<file path="src/rtl/monopix_hit_pkg.sv">
// Shared types, output word layout and Gray decode for the per-flavour hit formatter.
package monopix_hit_pkg;

    typedef struct packed {
        logic [5:0] col;
        logic [5:0] te;
        logic [5:0] le;
        logic [8:0] row;
    } t_data;

    localparam int unsigned WORD_W       = 32;
    localparam int unsigned COL_W        = 6;
    localparam int unsigned ROW_W        = 9;
    localparam int unsigned TS_W         = 6;
    localparam int unsigned MARKER_CNT_W = 16;

    localparam int unsigned HIT_FLAG_BIT = 31;
    localparam int unsigned COL_LSB      = 25;
    localparam int unsigned ROW_LSB      = 16;
    localparam int unsigned LE_LSB       = 10;
    localparam int unsigned TOT_LSB      = 4;

    localparam logic HIT_FLAG    = 1'b0;
    localparam logic MARKER_FLAG = 1'b1;

    function automatic logic [TS_W-1:0] gray_to_bin(input logic [TS_W-1:0] g);
        logic [TS_W-1:0] b;
        b[TS_W-1] = g[TS_W-1];
        for (int i = TS_W - 2; i >= 0; i--) begin
            b[i] = b[i+1] ^ g[i];
        end
        return b;
    endfunction

endpackage

</file>
<file path="src/rtl/hit_sync_fifo.sv">
// Synchronous show-ahead FIFO; rd_data is the head word whenever empty is low.
module hit_sync_fifo #(
    parameter int unsigned DEPTH = 16,
    parameter int unsigned WIDTH = 32
) (
    input  logic                   clk_out,
    input  logic                   reset,
    input  logic                   wr_en,
    input  logic [WIDTH-1:0]       wr_data,
    input  logic                   rd_en,
    output logic [WIDTH-1:0]       rd_data,
    output logic                   full,
    output logic                   empty,
    output logic [$clog2(DEPTH):0] count
);

    localparam int unsigned PtrW = $clog2(DEPTH);
    localparam int unsigned CntW = PtrW + 1;

    logic [WIDTH-1:0] mem [DEPTH];
    logic [PtrW-1:0]  wr_ptr_q, wr_ptr_d;
    logic [PtrW-1:0]  rd_ptr_q, rd_ptr_d;
    logic [CntW-1:0]  count_q, count_d;
    logic             do_wr;
    logic             do_rd;

    assign full    = (count_q == CntW'(DEPTH));
    assign empty   = (count_q == '0);
    assign count   = count_q;
    assign rd_data = mem[rd_ptr_q];

    assign do_wr = wr_en && !full;
    assign do_rd = rd_en && !empty;

    always_comb begin
        wr_ptr_d = wr_ptr_q;
        rd_ptr_d = rd_ptr_q;
        count_d  = count_q;
        if (do_wr) begin
            wr_ptr_d = wr_ptr_q + PtrW'(1);
        end
        if (do_rd) begin
            rd_ptr_d = rd_ptr_q + PtrW'(1);
        end
        unique case ({do_wr, do_rd})
            2'b10:   count_d = count_q + CntW'(1);
            2'b01:   count_d = count_q - CntW'(1);
            default: count_d = count_q;
        endcase
    end

    always_ff @(posedge clk_out) begin
        if (reset) begin
            wr_ptr_q <= '0;
            rd_ptr_q <= '0;
            count_q  <= '0;
        end else begin
            wr_ptr_q <= wr_ptr_d;
            rd_ptr_q <= rd_ptr_d;
            count_q  <= count_d;
        end
    end

    // Storage is not reset; the count gates visibility of stale entries.
    always_ff @(posedge clk_out) begin
        if (do_wr) begin
            mem[wr_ptr_q] <= wr_data;
        end
    end

endmodule

</file>
<file path="src/rtl/hit_formatter.sv">
// Two-stage hit decode/pack pipeline feeding an output FIFO, with drop counting and markers.
// Optional build macro TOT_CUT_EN discards hits whose ToT is below tot_min.
module hit_formatter
    import monopix_hit_pkg::*;
#(
    parameter int unsigned DEPTH  = 16,
    parameter int unsigned DROP_W = 16
) (
    input  logic                   clk_out,
    input  logic                   reset,
    input  logic [26:0]            data_in,
    input  logic                   data_in_strobe,
    input  logic [5:0]             tot_min,
    output logic [31:0]            dout,
    output logic                   dout_valid,
    input  logic                   dout_ready,
    output logic [$clog2(DEPTH):0] fifo_count,
    output logic [DROP_W-1:0]      drop_cnt,
    output logic                   overflow
);

    t_data hit_in;
    assign hit_in = data_in;

    logic             s1_valid_q;
    logic [COL_W-1:0] s1_col_q;
    logic [ROW_W-1:0] s1_row_q;
    logic [TS_W-1:0]  s1_le_q;
    logic [TS_W-1:0]  s1_te_q;

    always_ff @(posedge clk_out) begin
        if (reset) begin
            s1_valid_q <= 1'b0;
            s1_col_q   <= '0;
            s1_row_q   <= '0;
            s1_le_q    <= '0;
            s1_te_q    <= '0;
        end else begin
            s1_valid_q <= data_in_strobe;
            s1_col_q   <= hit_in.col;
            s1_row_q   <= hit_in.row;
            s1_le_q    <= gray_to_bin(hit_in.le);
            s1_te_q    <= gray_to_bin(hit_in.te);
        end
    end

    logic [TS_W-1:0]   s1_tot;
    logic [WORD_W-1:0] s1_word;

    always_comb begin
        s1_tot                      = s1_te_q - s1_le_q;
        s1_word                     = '0;
        s1_word[HIT_FLAG_BIT]       = HIT_FLAG;
        s1_word[COL_LSB +: COL_W]   = s1_col_q;
        s1_word[ROW_LSB +: ROW_W]   = s1_row_q;
        s1_word[LE_LSB +: TS_W]     = s1_le_q;
        s1_word[TOT_LSB +: TS_W]    = s1_tot;
    end

    logic              s2_valid_q;
    logic [WORD_W-1:0] s2_word_q;
    logic [TS_W-1:0]   s2_tot_q;

    always_ff @(posedge clk_out) begin
        if (reset) begin
            s2_valid_q <= 1'b0;
            s2_word_q  <= '0;
            s2_tot_q   <= '0;
        end else begin
            s2_valid_q <= s1_valid_q;
            s2_word_q  <= s1_word;
            s2_tot_q   <= s1_tot;
        end
    end

    logic hit_ok;
`ifdef TOT_CUT_EN
    assign hit_ok = s2_valid_q && (s2_tot_q >= tot_min);
`else
    logic unused_tot;
    assign unused_tot = ^{tot_min, s2_tot_q};
    assign hit_ok     = s2_valid_q;
`endif

    logic [DROP_W-1:0] drop_cnt_q, drop_cnt_d;
    logic              overflow_q, overflow_d;
    logic              wr_en;
    logic [WORD_W-1:0] wr_data;
    logic [WORD_W-1:0] marker_word;
    logic              fifo_full;
    logic              fifo_empty;

    always_comb begin
        marker_word                        = '0;
        marker_word[HIT_FLAG_BIT]          = MARKER_FLAG;
        marker_word[MARKER_CNT_W-1:0]      = MARKER_CNT_W'(drop_cnt_q);
    end

    // fifo_full reflects occupancy before any same-cycle pop, so a pop never frees a slot early.
    always_comb begin
        wr_en      = 1'b0;
        wr_data    = s2_word_q;
        drop_cnt_d = drop_cnt_q;
        overflow_d = overflow_q;
        if (hit_ok) begin
            if (!fifo_full) begin
                wr_en = 1'b1;
            end else begin
                overflow_d = 1'b1;
                if (drop_cnt_q != {DROP_W{1'b1}}) begin
                    drop_cnt_d = drop_cnt_q + DROP_W'(1);
                end
            end
        end else if ((drop_cnt_q != '0) && !fifo_full) begin
            wr_en      = 1'b1;
            wr_data    = marker_word;
            drop_cnt_d = '0;
        end
    end

    always_ff @(posedge clk_out) begin
        if (reset) begin
            drop_cnt_q <= '0;
            overflow_q <= 1'b0;
        end else begin
            drop_cnt_q <= drop_cnt_d;
            overflow_q <= overflow_d;
        end
    end

    hit_sync_fifo #(
        .DEPTH (DEPTH),
        .WIDTH (WORD_W)
    ) u_fifo (
        .clk_out (clk_out),
        .reset   (reset),
        .wr_en   (wr_en),
        .wr_data (wr_data),
        .rd_en   (dout_ready),
        .rd_data (dout),
        .full    (fifo_full),
        .empty   (fifo_empty),
        .count   (fifo_count)
    );

    assign dout_valid = !fifo_empty;
    assign drop_cnt   = drop_cnt_q;
    assign overflow   = overflow_q;

endmodule

</file>
<file path="config.mk">
export PLATFORM = sky130hd
export DESIGN_NAME = hit_formatter
export DESIGN_NICKNAME = d
export VERILOG_FILES = /design/src/rtl/monopix_hit_pkg.sv /design/src/rtl/hit_sync_fifo.sv /design/src/rtl/hit_formatter.sv
export SDC_FILE = /design/constraint.sdc
export NUM_CORES = 1
export LEC_CHECK = 0
export ABC_CLOCK_PERIOD_IN_PS = 4200
export CAP_MARGIN = 15
export CORE_ASPECT_RATIO = 1.25
export CORE_UTILIZATION = 43
export CTS_BUF_LIST = sky130_fd_sc_hd__clkbuf_4
export DETAILED_ROUTE_END_ITERATION = 8
export GPL_TIMING_DRIVEN = 0
export HOLD_SLACK_MARGIN = 0.05
export PLACE_DENSITY = 0.71
export SLEW_MARGIN = 40
export SYNTH_ARGS = -nofsm -noshare
export SYNTH_HDL_FRONTEND = slang
export SYNTH_HIERARCHICAL = 1
export SYNTH_SLANG_ARGS = --single-unit
</file>
<file path="constraint.sdc">
create_clock -name clk_out -period 4.2 [get_ports clk_out]
set_input_delay 0.84 -clock clk_out [delete_from_list [all_inputs] [get_ports clk_out]]
set_output_delay 0.84 -clock clk_out [all_outputs]
set_load 0.03 [all_outputs]
</file>
# ---- Word level (Yosys, flattened, before mapping)
# Memories as Yosys holds them, arrays and structs flattened. A register that Yosys moved wholly into a read port is not among the register bits.
# Index checks and enable logic that the tools add are counted.
dict set report classes {
  add_sub_neg 6
  eq_ne 6
  n_mux 14
  bitwise_logic 10
  n_reduce_logical 11
}
# op count
set op_table {}
lappend op_table {{16-bit 2-to-1 mux} 4}
lappend op_table {{32-bit 2-to-1 mux} 2}
lappend op_table {{16-bit by 1-bit adder with 16-bit output, second input constant} 1}
lappend op_table {{16-bit inequality test, second input constant} 1}
lappend op_table {{16-bit nonzero test} 1}
lappend op_table {{5-bit one-hot mux with 2 select lines} 1}
lappend op_table {{1-bit bitwise XOR} 10}
lappend op_table {{4-bit by 1-bit adder with 4-bit output, second input constant} 2}
lappend op_table {{4-bit 2-to-1 mux} 2}
lappend op_table {{6-bit subtractor} 1}
lappend op_table {{5-bit by 1-bit adder with 5-bit output, second input constant} 1}
lappend op_table {{5-bit equality test, second input constant} 1}
lappend op_table {{5-bit zero test} 1}
lappend op_table {{1-bit 2-to-1 mux} 5}
lappend op_table {{5-bit by 1-bit subtractor with 5-bit output, second input constant} 1}
lappend op_table {{2-bit by 1-bit inequality test with 1-bit output, second input constant} 2}
lappend op_table {{2-bit nonzero test} 2}
lappend op_table {{1-bit logical AND} 3}
lappend op_table {{3-bit AND reduction} 1}
lappend op_table {{2-bit by 1-bit equality test with 1-bit output, second input constant} 1}
lappend op_table {{2-bit equality test, second input constant} 1}
lappend op_table {{1-bit zero test} 2}
lappend op_table {{2-bit AND reduction} 1}
dict set report word_totals {
  ff_bits 91
  mem_bits_rw 512
  in_bits 37
  output_inout_bits 55
  wordCells 61
  n_memories 1
}
# name depth width read_ports rd_clocked_by_memory_dff write_ports line_no
set memory_table {}
lappend memory_table {u_fifo.mem 16 32 1 1 1 hit_sync_fifo.sv:20} ;# logic [WIDTH-1:0] mem [DEPTH];

# ---- Logic depth before layout (Yosys ltp)
dict set report logic_depth {
  ltp_word 8
  depth_mapped 15
  mapped_depth_nobuf 14
}

# ---- Hierarchy
# Netlist, hierarchy kept.
# module n_inst cells_per_inst area_each_um2 seq_area_each_um2
set by_module_without_submodules {}
lappend by_module_without_submodules {hit_sync_fifo 1 909 20120.5 15715.1}
lappend by_module_without_submodules {hit_formatter 1 327 3064.2 1461.4}

# ---- Worst setup path after synthesis
# OpenSTA, ideal clock, no wires.
dict set report synth_timing {
  path_kind {reg-to-reg}
  startpoint {register drop_cnt_q[0], in the netlist drop_cnt[0]}
  endpoint {memory u_fifo.mem[0][0] (enable)}
  setup_time_ps 461
  t_arrival_ps 4087
  t_required_ps 3739
  path_slack_ps -348
  stages_incl_launch_ff 9
  n_path_buf 0
  period_less_slack_ps 4548
  path_cell_list {dfxtp_1 > inv_1 > ha_1 > nor4b_1 > and4_1 > a21oi_1 > o21a_4 > nand2_1 > nor3_1}
}
dict set report synth_between {
  elab_chain_len 7
}
# element line_no
set synth_rtl {}
lappend synth_rtl {{from (decl)} hit_formatter.sv:85} ;# logic [DROP_W-1:0] drop_cnt_q, drop_cnt_d;
lappend synth_rtl {{from (signal assigned)} hit_formatter.sv:126} ;# drop_cnt_q <= drop_cnt_d;
lappend synth_rtl {{16-bit nonzero test} hit_formatter.sv:114} ;# end else if ((drop_cnt_q != '0) && !fifo_full) begin
lappend synth_rtl {{1-bit logical AND} hit_formatter.sv:114}
lappend synth_rtl {{1-bit 2-to-1 mux} hit_formatter.sv:114}
lappend synth_rtl {{1-bit 2-to-1 mux} hit_formatter.sv:105} ;# if (hit_ok) begin
lappend synth_rtl {{net wr_en} hit_formatter.sv:87} ;# logic wr_en;
lappend synth_rtl {{1-bit logical AND} hit_sync_fifo.sv:32} ;# assign do_wr = wr_en && !full;
lappend synth_rtl {{1-bit 2-to-1 mux} hit_sync_fifo.sv:66} ;# if (do_wr) begin
lappend synth_rtl {{1-bit 2-to-1 mux (implied by the code)} hit_sync_fifo.sv:67} ;# mem[wr_ptr_q] <= wr_data;
lappend synth_rtl {{to (decl)} hit_sync_fifo.sv:20}
# The timed path passes the listed nets, and every way through them passes these cells.

==> summary.md <==
| Metric | Value |
|---|---|
| Critical path required time | roughly 3.4 ns |
| Fin. Hold Viols | 0 |
| Hpwl dp | 34.49 mm |
| Hold slack | 0.4291 ns |
| Core ar. | 52930 µm² |
| Cell Area, Synth | 23180 µm² |
| GR Util All Layers | 20.06% |
| Via count | 12590 |
| Fmax | between 200 and 250 MHz |
| Post-route DRC | 0 |
| Peak VDD IR | 410.7 µV |
| Sequential area share after synthesis | roughly three quarters |
| Post-synth ARST share | 0% |
| Die Y-Extent | ~260 µm |
| Post-layout util | 52.49% |
| Mean Syn Cell Area | roughly 19 µm² |
| Startpoint type of the worst setup path | register |
| Clock transition at path regs | approximately 0.070 ns |
| Fillers | 4235 |
| Final Max Tran Viols | 0 |
| Met3 track demand over resource | 4.732% |
| Die Width | 209.7 µm |
| Seq pwr share | 46.7% |
| Setup Buffers After CTS | 0 |
| Finished Layout Cells | 2283 |
| Worst-path cell chain | clkbuf_4 -> buf_4 -> mux4_2 -> a22oi_1 -> nand2_1 -> clkdlybuf4s50_1 |
| GRT overflow | 0 |
| Total CTS buffers | 142 |
| Busiest grt layer | met2 |
| Yosys warning count | 6 |
| #FFs+latches synth | 602 |
| Clock buffer depth | 3 |
| Largest net degree at the start of global routing | 26 |
| Comb power frac | 19.2% |
| Final setup viols | 0 |
| Hold_buf cts | 0 |
| TritonCTS clock tree | yes |
| Internal cell power | approximately 11000 µW |
| RSZ-0062 raised after global routing | yes |
| Clock root buffer | clkbuf_4 |
| WL per Instance | between 20 and 25 µm |
| DRT Pass-1 Iters | 5 |
| Worst hold endpoint | hit_ok |
| Drt total wl | ~54 mm |
| Gate Count Post-Synth | 1236 |
| PD cells | roughly 520 nW/µm² |
| Status | completed |
| Row count | 94 |
| Yosys cell types | 60 |
| Placer Congestion | between 0.8 and 0.9 |
| Met2 Use GR | 35.01% |
| Worst clock skew | roughly 0.056 ns |
| First-pass GRT wire length | 79.85 mm |
| Initial Utilization | 43.81% |
| DIE AREA | 54860 µm² |
| Most frequent cells in the layout | 512 x edfxtp_1, 207 x clkbuf_4, 128 x mux4_2, 90 x dfxtp_1, 66 x clkdlybuf4s50_1 |
| Setup CP Type | register to output port |
| Synthesis-to-finish area growth | 19.82% |
| Syn Nets | 1289 |
| Slowest-stage cell, CP | clkdlybuf4s50_1 |
| Worst Setup End Kind | output port |
| CTS H-tree depth | 4 |
| CP max FO | 10 |
| Most common cell after layout, fill and taps aside | edfxtp_1 |
| FF-to-FF path depth | 15 |
| Max_slew headroom | 53.27% |
| DP Cell Count | 2033 |
| Clock Latency Late Sink | 0.86 ns |
| Sw Pwr | around 3800 µW |
| Hold depth | 1 |
| Static leakage | between 0.009 and 0.01 µW |
| Max-cap violations | 0 |
| Crit path DAT | roughly 3.3 ns |
| CTS Sinks | roughly 600 |
| Io pins | between 90 and 100 |
| First-iteration detailed-routing DRC count | 1306 |
| Worst reg2reg endpoint | u_fifo/count[4] |
| Clock share of power | around a third |
| Switching Fraction | 26.32% |
| Hold Path Class | register to register |
| Tcrit/Tclk final | 97.78% |
| Crit path largest cell delay | 0.60 ns |
| Final nets | between 1500 and 2000 |
| Period minus WS final | 4.107 ns |
| R2R Setup Slk | 0.42 ns |
| Share of cells above drive strength 1 | around a third |
| Tightest Pin Transition | 0.7010 ns |
| Met1 usage | 23.67% |
| Post-route ant nets | 0 |
| Vias in the first global route | around 13000 |
| Post-synth EDFFs | 512 |
| I/O Buffers | 85 |
| Vias/cell | ~5.5 |
| Antenna violations before repair | 1 |
| RR Startpoint | u_fifo/count[1] |
| Most used DFF post-synth | edfxtp_1 |
| Hold_sp | s1_valid_q |
==> kinds of logic after synthesis <==
kind of cell	after synthesis	share of synthesized area (%)
and+or+nand+nor	228	4.981
muxes	147	13.34
DFF	602	74.09
AOI/OAI and AO/OA	128	4.139
buffers and inverters	95	1.802
adders and majority gates	16	0.8958
xor gates and xnor gates	20	0.7555
==> worst max-delay path, delay by kind of cell (launching register included) <==
family	cells	cell delay, ns
and+or+nand+nor	1	0.11
muxes	1	0.54
buffers and inverters	3	1.20
DFF	1	0.36
AOI/OAI and AO/OA	1	0.22
==> layer usage <==
metal	routed length (µm)	share of wire (%)
met3	3892	7.2
met5	0	0
met2	27590	51
met4	1845	3.4
met1	20400	38
==> registers in the layout (all words and copies together) (netlist names), named ones only <==
name             flops
u_fifo/mem         512
s2_word_q           27
drop_cnt            16
s1_row_q             9
s1_col_q             6
s1_le_q              6
s1_te_q              6
u_fifo/count         5
u_fifo/rd_ptr_q      4
u_fifo/wr_ptr_q      4
hit_ok               1
overflow             1
s1_valid_q           1
==> metrics by stage <==
step                      worst slack (ns)  area [µm²]  total power, µW  setup TNS (ns)
after floorplan                     0.5095       23200             8729               0
after global placement              -1.253       24900             9506         -558.03
after detailed placement            0.2203       25720             9567               0
after CTS                         -0.03113       27700            14480        -0.05682
after global routing               -0.1025       27780            14930         -0.7069
final                              0.09343       27780            14330               0
==> what timing repair did <==
action,CTS,global route
resized for setup,58,15
cloned,0,0
endpoints found under the setup margin,32,19
hold endpoints to repair,0,0
==> cells in the mapped netlist (8+ instances only) <==
library cell  instances  area, µm²
nor2b_1              60      375.4
o21ai_0              14      70.07
xnor2_1               9      78.83
nand3_1               8      40.04
edfxtp_1            512      15370
mux4_2              128       2883
buf_2                16      80.08
nor2_1               62      232.7
nor3_1               12      60.06
a22oi_1              64      480.5
mux2_2               16      180.2
xor2_1               11      96.34
ha_1                 15      187.7
dfxtp_1              90       1802
clkbuf_1             40      150.1
nand2_1              52      195.2
a21oi_1              16      80.08
inv_1                26      97.59
==> power groups by stage <==
stage          Clock [µW]  Combinational [µW]  Sequential, µW
6_report             4890                2750            6690
5_1_grt              5280                2940            6700
4_1_cts              5000                2780            6690
3_5_place_dp            0                2740            6820
3_3_place_gp            0                2680            6820
2_1_floorplan           0                1880            6840
==> how the worst max path moves through the flow <==
stage | depth (start not counted) | start | endpoint | slack [ns]
after global placement | 8 | drop_cnt[0] | u_fifo/mem[5][13] | -1.25
after global routing | 6 | register | dout[30] | -0.10
after detailed placement | 15 | u_fifo/count[2] | u_fifo/count[4] | 0.22
final | 6 | register | dout[30] | 0.09
after CTS | 6 | register | dout[22] | -0.03
after floorplan | 8 | drop_cnt[0] | u_fifo/mem[12][0] | 0.51
==> final cells by class <==
cell class	instances	area [µm²]	area share, %
clock inverter	47	391.6	1.410
buffer	69	436.7	1.572
multi-input combinational	539	5778	20.80
tap	672	840.8	3.027
inverter	26	97.59	0.3513
antenna	1	2.502	0.009008
clock buffer	202	1516	5.459
sequential	602	17180	61.83
timing repair buffer	125	1539	5.540
Power figures use the tool's default switching activity.
